==> config.mk <==
export PLATFORM = sky130hd
export DESIGN_NAME = sm83_irq_ctl
export DESIGN_NICKNAME = d
export VERILOG_FILES = /design/src/rtl/sm83_irq_ctl.sv
export SDC_FILE = /design/constraint.sdc
export NUM_CORES = 1
export LEC_CHECK = 0
export BUFFER_PORTS_ARGS = -buffer_cell sky130_fd_sc_hd__clkbuf_2
export CAP_MARGIN = 10
export CORE_UTILIZATION = 25
export DETAILED_ROUTE_END_ITERATION = 10
export PLACE_DENSITY_LB_ADDON = 0.05
export SETUP_SLACK_MARGIN = 0.1
export SYNTH_ARGS = -nofsm -noshare
export SYNTH_HDL_FRONTEND = slang
export SYNTH_SLANG_ARGS = --single-unit
==> constraint.sdc <==
create_clock -name clk -period 2.15 [get_ports clk]
set_input_delay 0 -clock clk [delete_from_list [all_inputs] [get_ports clk]]
set_output_delay 0 -clock clk [all_outputs]
set_load 0.02 [all_outputs]
==> src/rtl/sm83_irq_ctl.sv <==
// Interrupt controller and bus responder for the sm83 core: latches request edges
// into IF, holds IE, serves IF/IE over p_rd/p_wr, and drives irq / consumes iack.
module sm83_irq_ctl #(
  parameter int unsigned          WORD_SIZE = 8,
  parameter int unsigned          ADR_WIDTH = 16,
  parameter int unsigned          NUM_IRQS  = 5,
  parameter logic [ADR_WIDTH-1:0] IF_ADR    = 16'hff0f,
  parameter logic [ADR_WIDTH-1:0] IE_ADR    = 16'hffff
) (
  input  logic                 clk,
  input  logic                 reset,
  input  logic [ADR_WIDTH-1:0] adr,
  input  logic [WORD_SIZE-1:0] din,
  output logic [WORD_SIZE-1:0] dout,
  output logic                 dout_oe,
  input  logic                 p_rd,
  input  logic                 p_wr,
  input  logic [NUM_IRQS-1:0]  req,
  output logic [WORD_SIZE-1:0] irq,
  input  logic [WORD_SIZE-1:0] iack
);

  typedef enum logic {W_IDLE, W_ACTIVE} wr_state_e;
  typedef enum logic [1:0] {T_NONE, T_IF, T_IE} wr_tgt_e;

  wr_state_e            wr_state_q, wr_state_d;
  wr_tgt_e              tgt_q, tgt_d, adr_tgt;
  logic [WORD_SIZE-1:0] wdata_q, wdata_d;
  logic [NUM_IRQS-1:0]  req_q, req_edge;
  logic                 p_wr_q, p_rd_q;
  logic [NUM_IRQS-1:0]  if_q, if_d, if_t;
  logic [WORD_SIZE-1:0] ie_q, ie_d;
  logic [WORD_SIZE-1:0] irq_q, irq_d;
  logic [WORD_SIZE-1:0] dout_q, dout_d;
  logic                 dout_oe_q, dout_oe_d;
  logic [WORD_SIZE-1:0] rd_if_val, rd_val;
  logic                 rd_rise;
  logic                 wr_commit_if, wr_commit_ie;

  always_comb begin
    adr_tgt = T_NONE;
    if (adr == IF_ADR)      adr_tgt = T_IF;
    else if (adr == IE_ADR) adr_tgt = T_IE;
  end

  // Write handshake FSM: a strobe must rise while idle, so one held across reset is ignored.
  always_ff @(posedge clk) begin
    if (!reset) wr_state_q <= W_IDLE;
    else        wr_state_q <= wr_state_d;
  end

  always_comb begin
    wr_state_d = wr_state_q;
    unique case (wr_state_q)
      W_IDLE:   if (p_wr && !p_wr_q) wr_state_d = W_ACTIVE;
      W_ACTIVE: if (!p_wr)           wr_state_d = W_IDLE;
      default:                       wr_state_d = W_IDLE;
    endcase
  end

  always_comb begin
    wr_commit_if = (wr_state_q == W_ACTIVE) && !p_wr && (tgt_q == T_IF);
    wr_commit_ie = (wr_state_q == W_ACTIVE) && !p_wr && (tgt_q == T_IE);
  end

  always_comb begin
    tgt_d   = tgt_q;
    wdata_d = wdata_q;
    if (wr_state_q == W_IDLE && p_wr && !p_wr_q) begin
      tgt_d   = adr_tgt;
      wdata_d = din;
    end else if (wr_state_q == W_ACTIVE && p_wr && adr_tgt != T_NONE) begin
      tgt_d   = adr_tgt;
      wdata_d = din;
    end
  end

  // IF update order: CPU write, then iack clear, then new edges on top.
  always_comb begin
    req_edge = req & ~req_q;
    if_t     = wr_commit_if ? wdata_q[NUM_IRQS-1:0] : if_q;
    if_t     = if_t & ~iack[NUM_IRQS-1:0];
    if_d     = if_t | req_edge;
    ie_d     = wr_commit_ie ? wdata_q : ie_q;
    irq_d    = '0;
    irq_d[NUM_IRQS-1:0] = if_q & ie_q[NUM_IRQS-1:0];
  end

  always_comb begin
    rd_if_val                = '1;
    rd_if_val[NUM_IRQS-1:0]  = if_q;
    rd_val                   = (adr_tgt == T_IF) ? rd_if_val : ie_q;
    rd_rise                  = p_rd && !p_rd_q && !p_wr && (adr_tgt != T_NONE);
    dout_d                   = rd_rise ? rd_val : dout_q;
    dout_oe_d                = rd_rise || (dout_oe_q && p_rd && !p_wr);
  end

  always_ff @(posedge clk) begin
    req_q  <= req;
    p_wr_q <= p_wr;
    p_rd_q <= p_rd;
    if (!reset) begin
      tgt_q     <= T_NONE;
      wdata_q   <= '0;
      if_q      <= '0;
      ie_q      <= '0;
      irq_q     <= '0;
      dout_q    <= '0;
      dout_oe_q <= 1'b0;
    end else begin
      tgt_q     <= tgt_d;
      wdata_q   <= wdata_d;
      if_q      <= if_d;
      ie_q      <= ie_d;
      irq_q     <= irq_d;
      dout_q    <= dout_d;
      dout_oe_q <= dout_oe_d;
    end
  end

  generate
    if (NUM_IRQS < WORD_SIZE) begin : g_iack_hi
      logic unused_iack_hi;
      assign unused_iack_hi = ^iack[WORD_SIZE-1:NUM_IRQS];
    end
  endgenerate

  assign irq     = irq_q;
  assign dout    = dout_q;
  assign dout_oe = dout_oe_q;

endmodule

# Yosys cells after proc, flatten, opt, wreduce, memory -nomap -nowiden
# Index checks and enable logic that the tools add are counted.
[totals]
ff_bits = 48
in_bits = 41
out_inout_bits = 17
wordCells = 54
[classes]
n_eq_ne = 5
muxes = 11
bitwise_logic = 7
reduce_logical = 19
[ops]
columns = ["cell", "n"]
rows = [
  ["16-bit equality test, second input constant", 2],
  ["8-bit two-way mux", 3],
  ["5-bit AND", 3],
  ["1-bit logical AND", 13],
  ["5-bit NOT", 2],
  ["2-bit two-way mux", 4],
  ["5-bit two-way mux", 1],
  ["5-bit OR", 1],
  ["2-bit by 1-bit equality test with 1-bit output, second input constant", 2],
  ["2-bit nonzero test", 2],
  ["1-bit zero test", 3],
  ["2-bit equality test, second input constant", 1],
  ["1-bit two-way mux", 2],
  ["1-bit case mux with 2 select lines", 1],
  ["1-bit logical OR", 1],
  ["1-bit NOT", 1],
]

# Longest topological paths before layout
[depth]
ltp_word = 7
ltp_mapped = 5
mapped_depth_nobuf = 4

# Least setup slack after synthesis
# Ideal clock, no wire load.
[synth_timing]
path_kind = "reg2reg"
startpoint = "reg wr_state_q"
endpoint = "reg ie_q[5]"
setup_time_ns = 0.128
arrival_ns = 1.208
slack_ns = 0.814
path_stages_with_launch = 6
n_path_buf = 1
period_less_slack_ns = 1.336
cell_sequence = "dfxtp_1 inv_1 nor4b_1 buf_2 mux2i_1 nor2_1"
[synth_via]
elab_chain_cells = 2
[synth_lines]
columns = ["element", "line_no", "text"]
rows = [
  ["start: declaration", "26", "wr_state_e wr_state_q, wr_state_d;"],
  ["start signal: assignment", "49", "else wr_state_q <= wr_state_d;"],
  ["1-bit logical AND (2 in a row)", "63", "wr_commit_ie = (wr_state_q == W_ACTIVE) && !p_wr && (tgt_q == T_IE);"],
  ["end signal: assignment", "114", "ie_q <= ie_d;"],
  ["end: declaration", "32", "logic [WORD_SIZE-1:0] ie_q, ie_d;"],
]
# No other way between the ends.
# A chain may end at the register's enable or synchronous reset.

# Worst setup path in the final report
[layout_timing]
startpoint = "in p_wr"
endpoint = "reg wdata_q[4]"
[layout_via]
elab_chain_cells = 3
word_cells_on_any_way = 6
classes_between = "mux (1); reduce/logical (5)"
[layout_lines]
columns = ["element", "line_no", "text"]
rows = [
  ["start: declaration", "17", "input logic p_wr,"],
  ["1-bit logical AND (on tied branches) (2 in a row)", "69, 72", ""],
  ["8-bit two-way mux or 2-bit nonzero test (tied branches)", "n/a", ""],
  ["end signal: assignment", "112", "wdata_q <= wdata_d;"],
  ["end: declaration", "28", "logic [WORD_SIZE-1:0] wdata_q, wdata_d;"],
]
# Several ways; a longest one is shown, not always the timed one.

==> flow_metrics.env <==
export IMPL_status="completed"
export IMPL_wl_per_cell_um=12.28
export IMPL_worst_slack_ns=0.6071
export IMPL_power_leakage_nw=0.9835
export IMPL_synthArstFlopShare=0
export IMPL_slowest_stage="dlygate4sd3_1"
export IMPL_grt_pass1_vias=1417
export IMPL_end_kind="flip-flop"
export IMPL_drv_slew=0
export IMPL_nFillCells=737
export IMPL_hold_viol=0
export IMPL_overflow=0
export IMPL_drc=0
export IMPL_cts_tree="built"
export IMPL_antenna_found_initial=0
export IMPL_ctsHtreeMaxLevel=2
export IMPL_synth_area_um2=1787
export IMPL_crit_chain="dlygate4sd3_1, clkbuf_2, a21boi_0, a21boi_2, buf_4, mux2i_1"
export IMPL_synth_cell_type_count=33
export IMPL_post_cts_buffers=0
export IMPL_fmax_mhz=648.1
export IMPL_final_util=0.3557
export IMPL_multi_input_area_um2=798.3
export IMPL_avgSynthCellArea_um2=9.871
export IMPL_synthMuxAreaShare=0.1232
export IMPL_yosys_area_share_xor_xnor=0
export IMPL_cts_buffers_inserted=5
export IMPL_dp_hpwl_mm=3.028
export IMPL_clkLatencyLatePin_ns=0.30
export IMPL_yosys_area_share_simple=0.2094
export IMPL_power_total_mw=1.758
export IMPL_clk_path_buf_depth=2
export IMPL_fp_dieH_um=86.54
export IMPL_core_area_um2=6832
export IMPL_cts_root_buf="clkbuf_8"
export IMPL_min_period_ns=1.543
export IMPL_slowest_delay_ns=0.52
export IMPL_worst_setup_path_type="input port to flip-flop"
export IMPL_yosys_register_bits=45
export IMPL_ir_worst_vdd_uv=335.0
export IMPL_cts_resized_gates=0
export IMPL_track_usage=0.1226
export IMPL_vias=1474
export IMPL_pre_cts_ws_ns=0.4643
export IMPL_netlist_area_leader_share=0.5042
export IMPL_drive_gt1_frac=0.2908
export IMPL_grt_first_pass_wirelength_mm=6.969
export IMPL_gp_congestion=0.6862
export IMPL_required_ns=2.38
export IMPL_fp_dieW_um=86.54
export IMPL_start_util=0.2615
export IMPL_stdcell_area_um2=2430
export IMPL_firstDrtPassIters=5
export IMPL_hold_buffers=15
export IMPL_nets=291
export IMPL_max_slew_margin_rel=0.6526
export IMPL_placement_cell_area_um2=2146
export IMPL_ys_seq_area_frac=0.5042
export IMPL_ys_top_cells_by_area="dfxtp_1 (50%), mux2i_1 (12%), nand2_1 (5.0%), a21oi_1 (3.9%), and4_2 (2.2%)"
export IMPL_tightest_slew_ns=0.5206
export IMPL_rows=30
export IMPL_insertedDiodeCount=0
export IMPL_synth_enable_flop_cells=0
export IMPL_cap_viol_max_count=0
export IMPL_seq_area_um2=900.9
export IMPL_worst_path_max_fanout=7
export IMPL_ff2ff_setup_slack_ns=0.61
export IMPL_synthAdderAreaFrac=0
export IMPL_yosysTopAreaCell="dfxtp_1"
export IMPL_fin_tns_setup_ns=0
export IMPL_skew_ns=0.006479
export IMPL_min_delay_path_depth=3
export IMPL_arrival_ns=1.78
export IMPL_vias_per_cell=4.248
export IMPL_cts_sinks=45
export IMPL_startpoint_type="input port"
export IMPL_p_per_area_nw_per_um2=723.6
export IMPL_ant_nets=0
export IMPL_drtIter0Drc=34
export IMPL_r2r_cells=5
export IMPL_portBuffers=51
export IMPL_synth_top_family_by_area="simple AND/OR/NAND/NOR gates"
export IMPL_synth_compound_area_share=0.1043
export IMPL_rsz0062_at_grt="false"
export IMPL_finalWirelength_mm=4.261
export IMPL_io_pin_count=58
export IMPL_grt_max_degree=31
export IMPL_die_area_um2=7489
export IMPL_clkTransAtPathRegs_ns=0.08
export IMPL_post_route_period_util=0.7176
export IMPL_yosysWarningCount=0
export IMPL_hold_path_class="input port to flip-flop"
export IMPL_area_growth_pct=35.99
export IMPL_synth_cells=181
export IMPL_setup_viol=0
export IMPL_synth_top_flop_cell="dfxtp_1"
==> sequential cells by signal, indices dropped and copies added (netlist names) <==
register and flops:
dout 8, ie_q 8, wdata_q 8, if_q 5, irq 5, req_q 5, tgt_q 2, dout_oe 1
p_rd_q 1, p_wr_q 1, wr_state_q 1
==> through the flow <==
step                      hold slack, ns  std cells
final                           0.007167        347
after global routing            0.008751        347
after CTS                       0.001206        347
after detailed placement          0.1203        324
after global placement            0.1181        324
after floorplan                  0.02772        183
==> Yosys cell counts (4+ instances only) <==
cell type / number
a211oi_1: 5
a21oi_1: 14
and2_1: 6
and3_1: 5
and4_2: 4
clkbuf_1: 4
dfxtp_1: 45
inv_1: 6
mux2i_1: 22
nand2_1: 24
nand2b_1: 5
nor2_1: 5
o22ai_1: 5
==> where the power goes <==
group	total [mW]	switching, mW	internal [mW]
registers	0.867	0.0122	0.855
logic	0.133	0.0621	0.0713
clock network	0.758	0.296	0.462
==> cells in the final DEF, fill, tap and decap left out, types with 2 or more instances in the layout <==
cell / Yosys / layout
clkbuf_2: 0 / 51
dfxtp_1: 45 / 45
nand2_1: 24 / 24
mux2i_1: 22 / 22
dlygate4sd3_1: 0 / 15
a21oi_1: 14 / 14
inv_1: 6 / 6
and2_1: 6 / 6
buf_4: 3 / 6
o22ai_1: 5 / 5
nor2_1: 5 / 5
nand2b_1: 5 / 5
and3_1: 5 / 5
a211oi_1: 5 / 5
clkbuf_8: 0 / 5
and4_2: 4 / 4
nand4_1: 3 / 3
nor4_1: 3 / 3
nor3_1: 3 / 3
conb_1: 1 / 3
bufinv_16: 0 / 2
==> kinds of logic after synthesis <==
family                 after synthesis
multiplexers                        22
AND/OR/NAND/NOR                     65
buffers and inverters               19
flip-flops                          45
other                                1
AO/OA/AOI/OAI                       29
==> path summary, 6_finish.rpt <==
path                            from                 endpoint
min reg2reg  wdata_q[5]$_SDFFE_PN0P_  wdata_q[5]$_SDFFE_PN0P_
min                          iack[0]       if_q[0]$_SDFF_PN0_
max reg2reg    wr_state_q$_SDFF_PN0_  wdata_q[4]$_SDFFE_PN0P_
max                             p_wr  wdata_q[4]$_SDFFE_PN0P_
==> routing by layer <==
metal | track usage | up-vias | routed length [um]
met5 | 0 | - | 0
met4 | 0.02727 | 0 | 14
met3 | 0.04095 | 2 | 173
met2 | 0.1948 | 31 | 1914
met1 | 0.1616 | 671 | 2158
li1 | - | 770 | -
==> area by class of cell <==
class	count	area share
sequential	45	0.3708
multi-input combinational	119	0.3285
timing repair buffer	72	0.1854
tap	96	0.04943
clock buffer	5	0.02832
clock inverter	3	0.02678
inverter	7	0.01081
==> critical path, delay by kind of cell <==
| kind | cells | cell delay [ns] |
|---|---|---|
| compound gates | 2 | 0.62 |
| buf+inv | 3 | 0.96 |
| mux | 1 | 0.19 |
No activity file was read; power rests on OpenSTA's default activity.
